<file path="src/rtl/imem_loader.sv">
`default_nettype none
// ============================================================================
//  Module   : imem_loader
//  Purpose  : Loads a byte-stream program image into the instruction memory.
//             Stream format: 2-byte little-endian word count N, followed by
//             N little-endian 32-bit instructions. The core is held in reset
//             until the image has been written completely.
//  Options  : IMEM_LOADER_CHECKSUM_EN - expect one trailing byte equal to the
//             XOR of all payload bytes; a mismatch aborts into ERR.
//  Revision : 1.0 - initial release
// ============================================================================
module imem_loader #(
   parameter int INSTR_MEM_SIZE_BYTES = 1024
) (
   input  logic        clk,
   input  logic        rst_n,
   input  logic        start,
   input  logic [7:0]  byte_data,
   input  logic        byte_valid,
   output logic        byte_ready,
   output logic        wr_en,
   output logic [31:0] wr_addr,
   output logic [31:0] wr_data,
   output logic        busy,
   output logic        done,
   output logic        error,
   output logic        core_hold
);

   typedef enum logic [2:0] {
      S_IDLE   = 3'd0,
      S_LEN_LO = 3'd1,
      S_LEN_HI = 3'd2,
      S_DATA   = 3'd3,
`ifdef IMEM_LOADER_CHECKSUM_EN
      S_CSUM   = 3'd4,
`endif
      S_DONE   = 3'd5,
      S_ERR    = 3'd6
   } state_t;

   // Capacity kept at 32 bits so the N*4 compare never truncates.
   localparam logic [31:0] c_MEM_BYTES = 32'(INSTR_MEM_SIZE_BYTES);

   // State entered after the final payload word has been accepted.
`ifdef IMEM_LOADER_CHECKSUM_EN
   localparam state_t c_FINISH = S_CSUM;
`else
   localparam state_t c_FINISH = S_DONE;
`endif

   state_t      r_state;
   state_t      w_state_next;
   logic [15:0] r_len;
   logic [15:0] r_word_idx;
   logic [1:0]  r_byte_idx;
   logic [23:0] r_word;
   logic        r_wr_en;
   logic [31:0] r_wr_addr;
   logic [31:0] r_wr_data;
`ifdef IMEM_LOADER_CHECKSUM_EN
   logic [7:0]  r_csum;
`endif

   logic        w_fire;
   logic        w_start_ok;
   logic [15:0] w_len_full;
   logic        w_oversize;
   logic        w_last_word;

   assign w_fire      = byte_valid && byte_ready;
   assign w_start_ok  = start && ((r_state == S_IDLE) || (r_state == S_DONE) || (r_state == S_ERR));
   // Word count as it becomes complete while the LEN_HI byte is on the bus.
   assign w_len_full  = {byte_data, r_len[7:0]};
   assign w_oversize  = {14'd0, w_len_full, 2'b00} > c_MEM_BYTES;
   // 17-bit compare so that N==0 can never look like a wrapped last index.
   assign w_last_word = ({1'b0, r_word_idx} + 17'd1) == {1'b0, r_len};

   assign wr_en   = r_wr_en;
   assign wr_addr = r_wr_addr;
   assign wr_data = r_wr_data;

   // State register
   always_ff @(posedge clk or negedge rst_n) begin
      if (!rst_n) begin
         r_state <= S_IDLE;
      end else begin
         r_state <= w_state_next;
      end
   end

   // Next-state decode and status outputs derived from the current state
   always_comb begin
      w_state_next = r_state;
      byte_ready   = 1'b0;
      busy         = 1'b0;
      done         = 1'b0;
      error        = 1'b0;
      core_hold    = 1'b1;
      case (r_state)
         S_IDLE: begin
            if (start) w_state_next = S_LEN_LO;
         end
         S_LEN_LO: begin
            byte_ready = 1'b1;
            busy       = 1'b1;
            if (byte_valid) w_state_next = S_LEN_HI;
         end
         S_LEN_HI: begin
            byte_ready = 1'b1;
            busy       = 1'b1;
            if (byte_valid) begin
               if (w_oversize)              w_state_next = S_ERR;
               else if (w_len_full == 16'd0) w_state_next = c_FINISH;
               else                          w_state_next = S_DATA;
            end
         end
         S_DATA: begin
            byte_ready = 1'b1;
            busy       = 1'b1;
            if (byte_valid && (r_byte_idx == 2'd3) && w_last_word) w_state_next = c_FINISH;
         end
`ifdef IMEM_LOADER_CHECKSUM_EN
         S_CSUM: begin
            byte_ready = 1'b1;
            busy       = 1'b1;
            if (byte_valid) w_state_next = (byte_data == r_csum) ? S_DONE : S_ERR;
         end
`endif
         S_DONE: begin
            done      = 1'b1;
            core_hold = 1'b0;
            if (start) w_state_next = S_LEN_LO;
         end
         S_ERR: begin
            error = 1'b1;
            if (start) w_state_next = S_LEN_LO;
         end
         default: begin
            w_state_next = S_IDLE;
         end
      endcase
   end

   // Header capture, word assembly and the registered memory write port
   always_ff @(posedge clk or negedge rst_n) begin
      if (!rst_n) begin
         r_len      <= 16'd0;
         r_word_idx <= 16'd0;
         r_byte_idx <= 2'd0;
         r_word     <= 24'd0;
         r_wr_en    <= 1'b0;
         r_wr_addr  <= 32'd0;
         r_wr_data  <= 32'd0;
`ifdef IMEM_LOADER_CHECKSUM_EN
         r_csum     <= 8'd0;
`endif
      end else begin
         r_wr_en <= 1'b0;
         if (w_start_ok) begin
            r_len      <= 16'd0;
            r_word_idx <= 16'd0;
            r_byte_idx <= 2'd0;
`ifdef IMEM_LOADER_CHECKSUM_EN
            r_csum     <= 8'd0;
`endif
         end else if (w_fire) begin
            case (r_state)
               S_LEN_LO: r_len[7:0]  <= byte_data;
               S_LEN_HI: r_len[15:8] <= byte_data;
               S_DATA: begin
`ifdef IMEM_LOADER_CHECKSUM_EN
                  r_csum <= r_csum ^ byte_data;
`endif
                  r_byte_idx <= r_byte_idx + 2'd1;
                  case (r_byte_idx)
                     2'd0: r_word[7:0]   <= byte_data;
                     2'd1: r_word[15:8]  <= byte_data;
                     2'd2: r_word[23:16] <= byte_data;
                     default: begin
                        r_wr_en    <= 1'b1;
                        r_wr_addr  <= {14'd0, r_word_idx, 2'b00};
                        r_wr_data  <= {byte_data, r_word};
                        r_word_idx <= r_word_idx + 16'd1;
                     end
                  endcase
               end
               default: begin
               end
            endcase
         end
      end
   end

endmodule
`default_nettype wire

</file>
<file path="config.mk">
export PLATFORM = sky130hd
export DESIGN_NAME = imem_loader
export DESIGN_NICKNAME = d
export VERILOG_FILES = /design/src/rtl/imem_loader.sv
export SDC_FILE = /design/constraint.sdc
export NUM_CORES = 1
export LEC_CHECK = 0
export CORE_MARGIN = 8
export CORE_UTILIZATION = 55
export DETAILED_ROUTE_END_ITERATION = 7
export HOLD_SLACK_MARGIN = 0.06
export PLACE_DENSITY = 0.78
export SYNTH_ARGS = -nofsm -noshare
export SYNTH_HDL_FRONTEND = slang
export SYNTH_SLANG_ARGS = --single-unit
</file>
<file path="constraint.sdc">
create_clock -name clk -period 5.5 [get_ports clk]
set_input_delay 1.1 -clock clk [delete_from_list [all_inputs] [get_ports clk]]
set_output_delay 1.1 -clock clk [all_outputs]
set_load 0.02 [all_outputs]
</file>
==> summary.md, run 1 <==
| Metric | Value |
|---|---|
| Outcome | `finished, final reports clean` |
| CP Capture Type | `flip-flop` |
| Share of cells above drive strength 1 | `0.0885` |
| 1st-iter DRT viols | `268` |
| Nature of the critical path startpoint | `input port` |
| Hold Fails Final Rpt | `0` |
| Max VDD drop | `171 µV` |
| Syn-to-layout area delta | `14.5%` |
| Placed Area | `5980 µm²` |
| Chip width | `115 µm` |
| Routability-driven placement congestion ratio | `0.888` |
| CTS Hold Bufs | `0` |
| Synth Area in Simple Gates | `0.233` |
| XOR/XNOR share of the synthesized area | `0.0308` |
| Pre-CTS setup slack | `1.86 ns` |
| Global route total overflow | `0` |
| Core area | `9640 µm²` |
| CTS HTree Levels | `3` |
| Post-synth ARST share | `1.00` |
| Setup Buffers After CTS | `0` |
| GRT Total Usage | `0.198` |
| Worst path required time | `5.73 ns` |
| Reg clk slew, reported paths | `0.11 ns` |
| Worst min path class | `flip-flop to flip-flop` |
| Die extent in y | `115 µm` |
| Distinct cells, synth | `57` |
| Number of iterations in the first detailed-routing pass | `5` |
| First-pass GRT wire length | `20.9 mm` |
| DRC viols | `0` |
| RSZ-0062 raised after global routing | `no` |
| Final setup vio count | `0` |
| Post-route ant nets | `0` |
| Die area | `13200 µm²` |
| Syn Inst Count | `583` |
| Clock Root Buffer | `clkbuf_8` |
| Initial antenna violation count | `0` |
| Post-Syn Area | `5400 µm²` |
| Min cycle time layout | `3.26 ns` |
| WL/cell | `16.4 µm` |
| Cell Chain, Critical Path | `clkdlybuf4s50_1, and4b_1, nand2_2, inv_1, nor2_1, o21ai_0, o31ai_1` |
| CTS resizes | `0` |
| Starting Density | `0.560` |
| Register area share after synthesis | `0.510` |
| Post-Route WL | `12.6 mm` |
| Routed via count | `4242` |
| Final core occ | `0.641` |
| Synth Area in Compound Gates | `0.0922` |
| Detailed Place HPWL | `8.58 mm` |
| Max Root-Sink Buffers | `2` |
| Slowest-stage cell, CP | `clkdlybuf4s50_1` |
| Post-route clock skew | `0.00871 ns` |
| Synth Area in Adders | `0.0139` |
| Fin nets | `646` |
| Final Max Tran Viols | `0` |
| Worst slew margin | `0.412` |
| Placed Instances | `750` |
| Avg Inst Size Synth | `9.26 µm²` |
| Worst Setup Slack, final | `2.24 ns` |
| Design area | `6180 µm²` |
| Ys Warns | `0` |
| Worst skew pair latency | `0.38 ns` |
| Post-synth EDFFs | `0` |
| Mux share of post-synthesis cell area | `0.0500` |
| Cts bufs inserted | `9` |
| Max Clk Rate | `0.307 GHz` |
| Final std cells w/o fill | `766` |
| Pin count of the biggest net entering global routing | `72` |
| CTS tree | `built` |
| Max incr delay on CP | `0.63 ns` |
| Largest family of logic cells by synthesized area | `simple AND/OR/NAND/NOR gates` |
| Setup TNS | `0 ns` |
| CP Max Fanout | `28` |
| Vias per cell | `5.54` |
| Yosys reg bits | `110` |
| Worst-margin pin slew | `0.883 ns` |
| Clock sink count | `110` |
| Critical setup path kind | `input port to flip-flop` |
| Port Buffers | `65` |
| Crit path DAT | `3.49 ns` |
| Period utilisation layout | `0.593` |
| Rows | `36` |
| N_diodes | `0` |
| Num ports | `82` |
| Vias in the first global route | `4204` |
| LEAKAGE | `2.95 nW` |
| Pwr dens | `375 nW/µm²` |
| Top FF cell, synth | `dfrtp_1` |
| MaxCap Viol Count | `0` |
==> worst max-delay path, delay by kind of cell <==
family | cells | cell delay (ns)
and+or+nand+nor | 3 | 0.80
buffers and inverters | 2 | 1.25
AOI/OAI and AO/OA | 2 | 0.33
==> state kept, by name (all words and copies together) (netlist names) <==
register / cells
r_byte_idx: 2
r_word_idx: 16
r_state: 3
r_word: 24
wr_data: 32
wr_addr: 16
wr_en: 1
r_len: 16
==> cell usage in the layout, fill, tap and decap left out, drive strengths merged, types with 9 or more instances in the layout <==
cell type,n
nor3,9
dfrtp,110
nor2,18
clkbuf,10
nand3,10
xor2,10
mux2,24
nand2,199
conb,16
o21ai,40
a21oi,9
xnor2,9
clkdlybuf4s50,64
inv,14
nand4,12
==> cells in the mapped netlist, types with 2 or more instances <==
master,instances,area (µm²)
nand2_1,199,747
dfrtp_1,110,2750
o21ai_0,39,195
mux2_2,24,270
nor2_1,18,67.6
buf_4,17,128
clkbuf_1,14,52.6
buf_2,12,60.1
inv_1,11,41.3
nand4_1,11,68.8
xor2_1,10,87.6
a21oi_1,9,45.0
nand3_1,9,45.0
nor3_1,9,45.0
xnor2_1,9,78.8
buf_6,7,78.8
and3_1,6,37.5
ha_1,6,75.1
o31ai_1,6,45.0
nor4_1,5,31.3
and4_1,3,26.3
nand3b_1,3,22.5
nor3b_1,3,22.5
a211oi_1,2,15.0
and2_1,2,12.5
and4b_1,2,20.0
nand2b_1,2,12.5
nor2b_1,2,12.5
nor4_2,2,25.0
o211ai_1,2,15.0
o21a_1,2,15.0
o41ai_1,2,17.5
==> through the flow <==
stage | total power, mW | hold slack [ns]
finish | 2.32 | 0.481
CTS | 2.33 | 0.484
detailed placement | 1.84 | 0.453
floorplan | 1.61 | 0.433
global route | 2.45 | 0.506
global placement | 1.81 | 0.444
==> cell families after synthesis <==
| family | after synthesis |
|---|---|
| AOI/OAI and AO/OA | 78 |
| xor gates and xnor gates | 19 |
| adders and majority gates | 6 |
| buffers and inverters | 63 |
| DFF | 110 |
| muxes | 24 |
| other | 1 |
| and+or+nand+nor | 282 |
==> metal layers <==
layer | global-route usage | wire [µm] | up-vias
li1 | - | - | 2006
met1 | 0.252 | 5410 | 2067
met2 | 0.325 | 5980 | 152
met3 | 0.0425 | 971 | 17
met4 | 0.0709 | 204 | 0
met5 | 0 | 0 | -
==> final timing paths <==
kind                            cells after the start  slack, ns             to        from
worst max-delay path                                7       2.24  r_word_idx[4]  byte_valid
worst min-delay path                                2       0.48    wr_data[10]  r_word[10]
worst max register to register                      6       2.95  r_word_idx[4]  r_state[1]
worst min register to register                      2       0.48    wr_data[10]  r_word[10]
max in group asynchronous                           2       3.62      r_word[6]       rst_n
min in group asynchronous                           1       0.84    wr_addr[11]       rst_n
==> cell type report <==
type,instances,area [µm²]
fillers,833,3460
clock inverters,6,62.6
well taps,133,166
multi-input cells,425,2330
repair buffers,71,693
clock buffers,10,138
inverters,11,41.3
flip-flops and latches,110,2750
==> where the power goes <==
part	total (mW)	internal, mW	switching [mW]
Clock	0.485	0.189	0.295
Combinational	0.692	0.320	0.372
Sequential	1.14	0.981	0.161
Total	2.32	1.49	0.828
Note: power is estimated with default switching activity, not from simulation.
==> inputs of run 2 (changes only) <==
--- a/config.mk
+++ b/config.mk
@@ -6,10 +6,10 @@
 export NUM_CORES = 1
 export LEC_CHECK = 0
 export CORE_MARGIN = 8
-export CORE_UTILIZATION = 55
+export CORE_UTILIZATION = 54
 export DETAILED_ROUTE_END_ITERATION = 7
 export HOLD_SLACK_MARGIN = 0.06
-export PLACE_DENSITY = 0.78
+export PLACE_DENSITY = 0.77
 export SYNTH_ARGS = -nofsm -noshare
 export SYNTH_HDL_FRONTEND = slang
 export SYNTH_SLANG_ARGS = --single-unit
==> constraint.sdc (replaced) <==
create_clock -name clk -period 3.4 [get_ports clk]
set_input_delay 0.68 -clock clk [delete_from_list [all_inputs] [get_ports clk]]
set_output_delay 0.68 -clock clk [all_outputs]
set_load 0.02 [all_outputs]
==> summary.md, run 2 (same netlist as run 1, synthesis figures left out) <==
| Metric | Value |
|---|---|
| Max Clk Rate | `0.376 GHz` |
| Outcome | `finished, final reports clean (unchanged)` |
| Worst path required time | `2.72 ns (was 5.73 ns)` |
| Most common cell after layout, fill and taps aside | `nand2_1 (unchanged)` |
| Pin count of the biggest net entering global routing | `58 (was 72)` |
| Routability-driven placement congestion ratio | `0.865 (was 0.888)` |
| Crit path DAT | `1.98 ns (was 3.49 ns)` |
| LEAKAGE | `3.00 nW (was 2.95 nW)` |
| Reg2reg setup slack | `0.89 ns (was 2.95 ns)` |
| Cts bufs inserted | `9 (unchanged)` |
| Post-Route WL | `12.6 mm (about the same)` |
| Critical setup path kind | `flip-flop to output port (was input port to flip-flop)` |
| CTS HTree Levels | `3 (unchanged)` |
| Final setup vio count | `0 (unchanged)` |
| WL/cell | `16.4 µm (about the same)` |
| Hold slack | `0.351 ns (was 0.481 ns)` |
| Worst Setup Slack, final | `0.739 ns (was 2.24 ns)` |
| CP Max Fanout | `13 (was 28)` |
| FF-to-FF path depth | `7 (was 6)` |
| Final Max Tran Viols | `0 (unchanged)` |
| Period utilisation layout | `0.783` |
| Worst skew pair latency | `0.37 ns (was 0.38 ns)` |
| Global route total overflow | `0 (unchanged)` |
| MaxCap Viol Count | `0 (unchanged)` |
| Port Buffers | `65 (unchanged)` |
| First-pass GRT wire length | `20.5 mm (was 20.9 mm)` |
| Initial antenna violation count | `0 (unchanged)` |
| Commonest cells after routing, fill and taps aside | `nand2_1, dfrtp_1, clkdlybuf4s50_1 (unchanged)` |
| Syn-to-layout area delta | `16.1% (was 14.5%)` |
| CTS resizes | `0 (unchanged)` |
| Die extent in y | `116 µm (was 115 µm)` |
| Vias in the first global route | `4101 (was 4204)` |
| Starting Density | `0.555 (was 0.560)` |
| Setup Buffers After CTS | `0 (unchanged)` |
| Die area | `13500 µm² (was 13200 µm²)` |
| Pre-CTS setup slack | `0.740 ns (was 1.86 ns)` |
| Reg clk slew, reported paths | `0.11 ns (about the same)` |
| Pwr dens | `620 nW/µm² (was 375 nW/µm²)` |
| Worst reg2reg endpoint | `r_state[2] (was r_word_idx[4])` |
| CP Capture Type | `output port (was flip-flop)` |
| Post-route clock skew | `0.0117 ns (was 0.00871 ns)` |
| Clock sink count | `110 (unchanged)` |
| CTS Hold Bufs | `0 (unchanged)` |
| Chip width | `116 µm (was 115 µm)` |
| Vias per cell | `5.47 (was 5.54)` |
| Worst slew margin | `0.528 (was 0.412)` |
| GRT Total Usage | `0.192 (was 0.198)` |
| Nature of the critical path startpoint | `flip-flop (was input port)` |
| Min cycle time layout | `2.66 ns` |
| Share of cells above drive strength 1 | `0.0956 (was 0.0885)` |
| Max Root-Sink Buffers | `2 (unchanged)` |
| Worst min path class | `input port to asynchronous set/reset pin (was flip-flop to flip-flop)` |
| Core area | `9730 µm² (was 9640 µm²)` |
| Detailed Place HPWL | `8.70 mm (was 8.58 mm)` |
| CTS tree | `built (unchanged)` |
| FILL cells | `850 (was 833)` |
| RSZ-0062 raised after global routing | `no (unchanged)` |
| DRC viols | `0 (unchanged)` |
| Clock Root Buffer | `clkbuf_8 (unchanged)` |
| 1st-iter DRT viols | `355 (was 268)` |
| N_diodes | `0 (unchanged)` |
| Setup TNS | `0 ns (unchanged)` |
| Rows | `36 (unchanged)` |
| Routed via count | `4215 (was 4242)` |
| Largest register FFs | `32 (unchanged)` |
| Hold Fails Final Rpt | `0 (unchanged)` |
| Reg2reg start | `r_word_idx[0] (was r_state[1])` |
| Worst-margin pin slew | `0.708 ns (was 0.883 ns)` |
| Number of iterations in the first detailed-routing pass | `5 (unchanged)` |
| Fin nets | `651 (was 646)` |
| Post-route ant nets | `0 (unchanged)` |
| Num ports | `82 (unchanged)` |
| Max VDD drop | `445 µV (was 171 µV)` |
-- run 2: cell count changes in the layout (fill, tap and decap cells not counted) --
cell	delta
buf_12	+1
buf_4	+4
clkbuf_8	-1
clkinv_4	-1
bufinv_16	+2
-- run 2: layout make-up --
| cell class | instances | area [µm²] | area share |
|---|---|---|---|
| Clock buffer | 9 | 124 | 0.0198 |
| Sequential cell | 110 | 2750 | 0.439 |
| Multi-Input combinational cell | 425 | 2330 | 0.372 |
| Tap cell | 133 | 166 | 0.0265 |
| Clock inverter | 7 | 114 | 0.0182 |
| Inverter | 11 | 41.3 | 0.00658 |
| Timing Repair Buffer | 76 | 743 | 0.119 |
-- run 2: where the power goes --
| group | switching [mW] | leakage [nW] | internal (mW) |
|---|---|---|---|
| logic | 0.600 | 1.39 | 0.523 |
| clock network | 0.480 | 0.119 | 0.433 |
| registers | 0.262 | 1.49 | 1.59 |
| total | 1.34 | 3.00 | 2.54 |
-- run 2: how the worst max path moves through the flow --
stage | startpoint | endpoint | slack, ns
2_1_floorplan | r_word_idx[0] | r_state[1] | 1.40
3_3_place_gp | byte_valid | r_word_idx[9] | 0.79
3_5_place_dp | byte_valid | r_word_idx[15] | 0.74
4_1_cts | r_state[0] | done | 0.76
5_1_grt | r_state[0] | done | 0.63
6_report | r_state[0] | done | 0.74
-- run 2: per-stage QoR --
stage	instance area [µm²]	instances	total power, mW	utilization
finish	6270	771	3.89	0.645
floorplan	5460	598	2.60	-
CTS	6270	771	3.90	0.645
global route	6270	771	4.10	0.645
global placement	6030	755	2.94	0.620
detailed placement	6030	755	2.99	0.620
-- run 2: metal layers --
layer  GRT usage  routed length, µm  share of wire  vias up
met5           0                  0              0        -
met4      0.0605                210          0.017        0
met3      0.0532                882          0.070       16
met2       0.308               6120           0.48      114
met1       0.246               5400           0.43     2073
li1            -                  -              -     2012
-- run 2: worst max-delay path, cell delays in order (launching register included) --
cell             delay [ns]
dfrtp_1                0.58
nor2b_1                0.26
nand2_1                0.10
inv_1                  0.07
clkdlybuf4s50_1        0.60
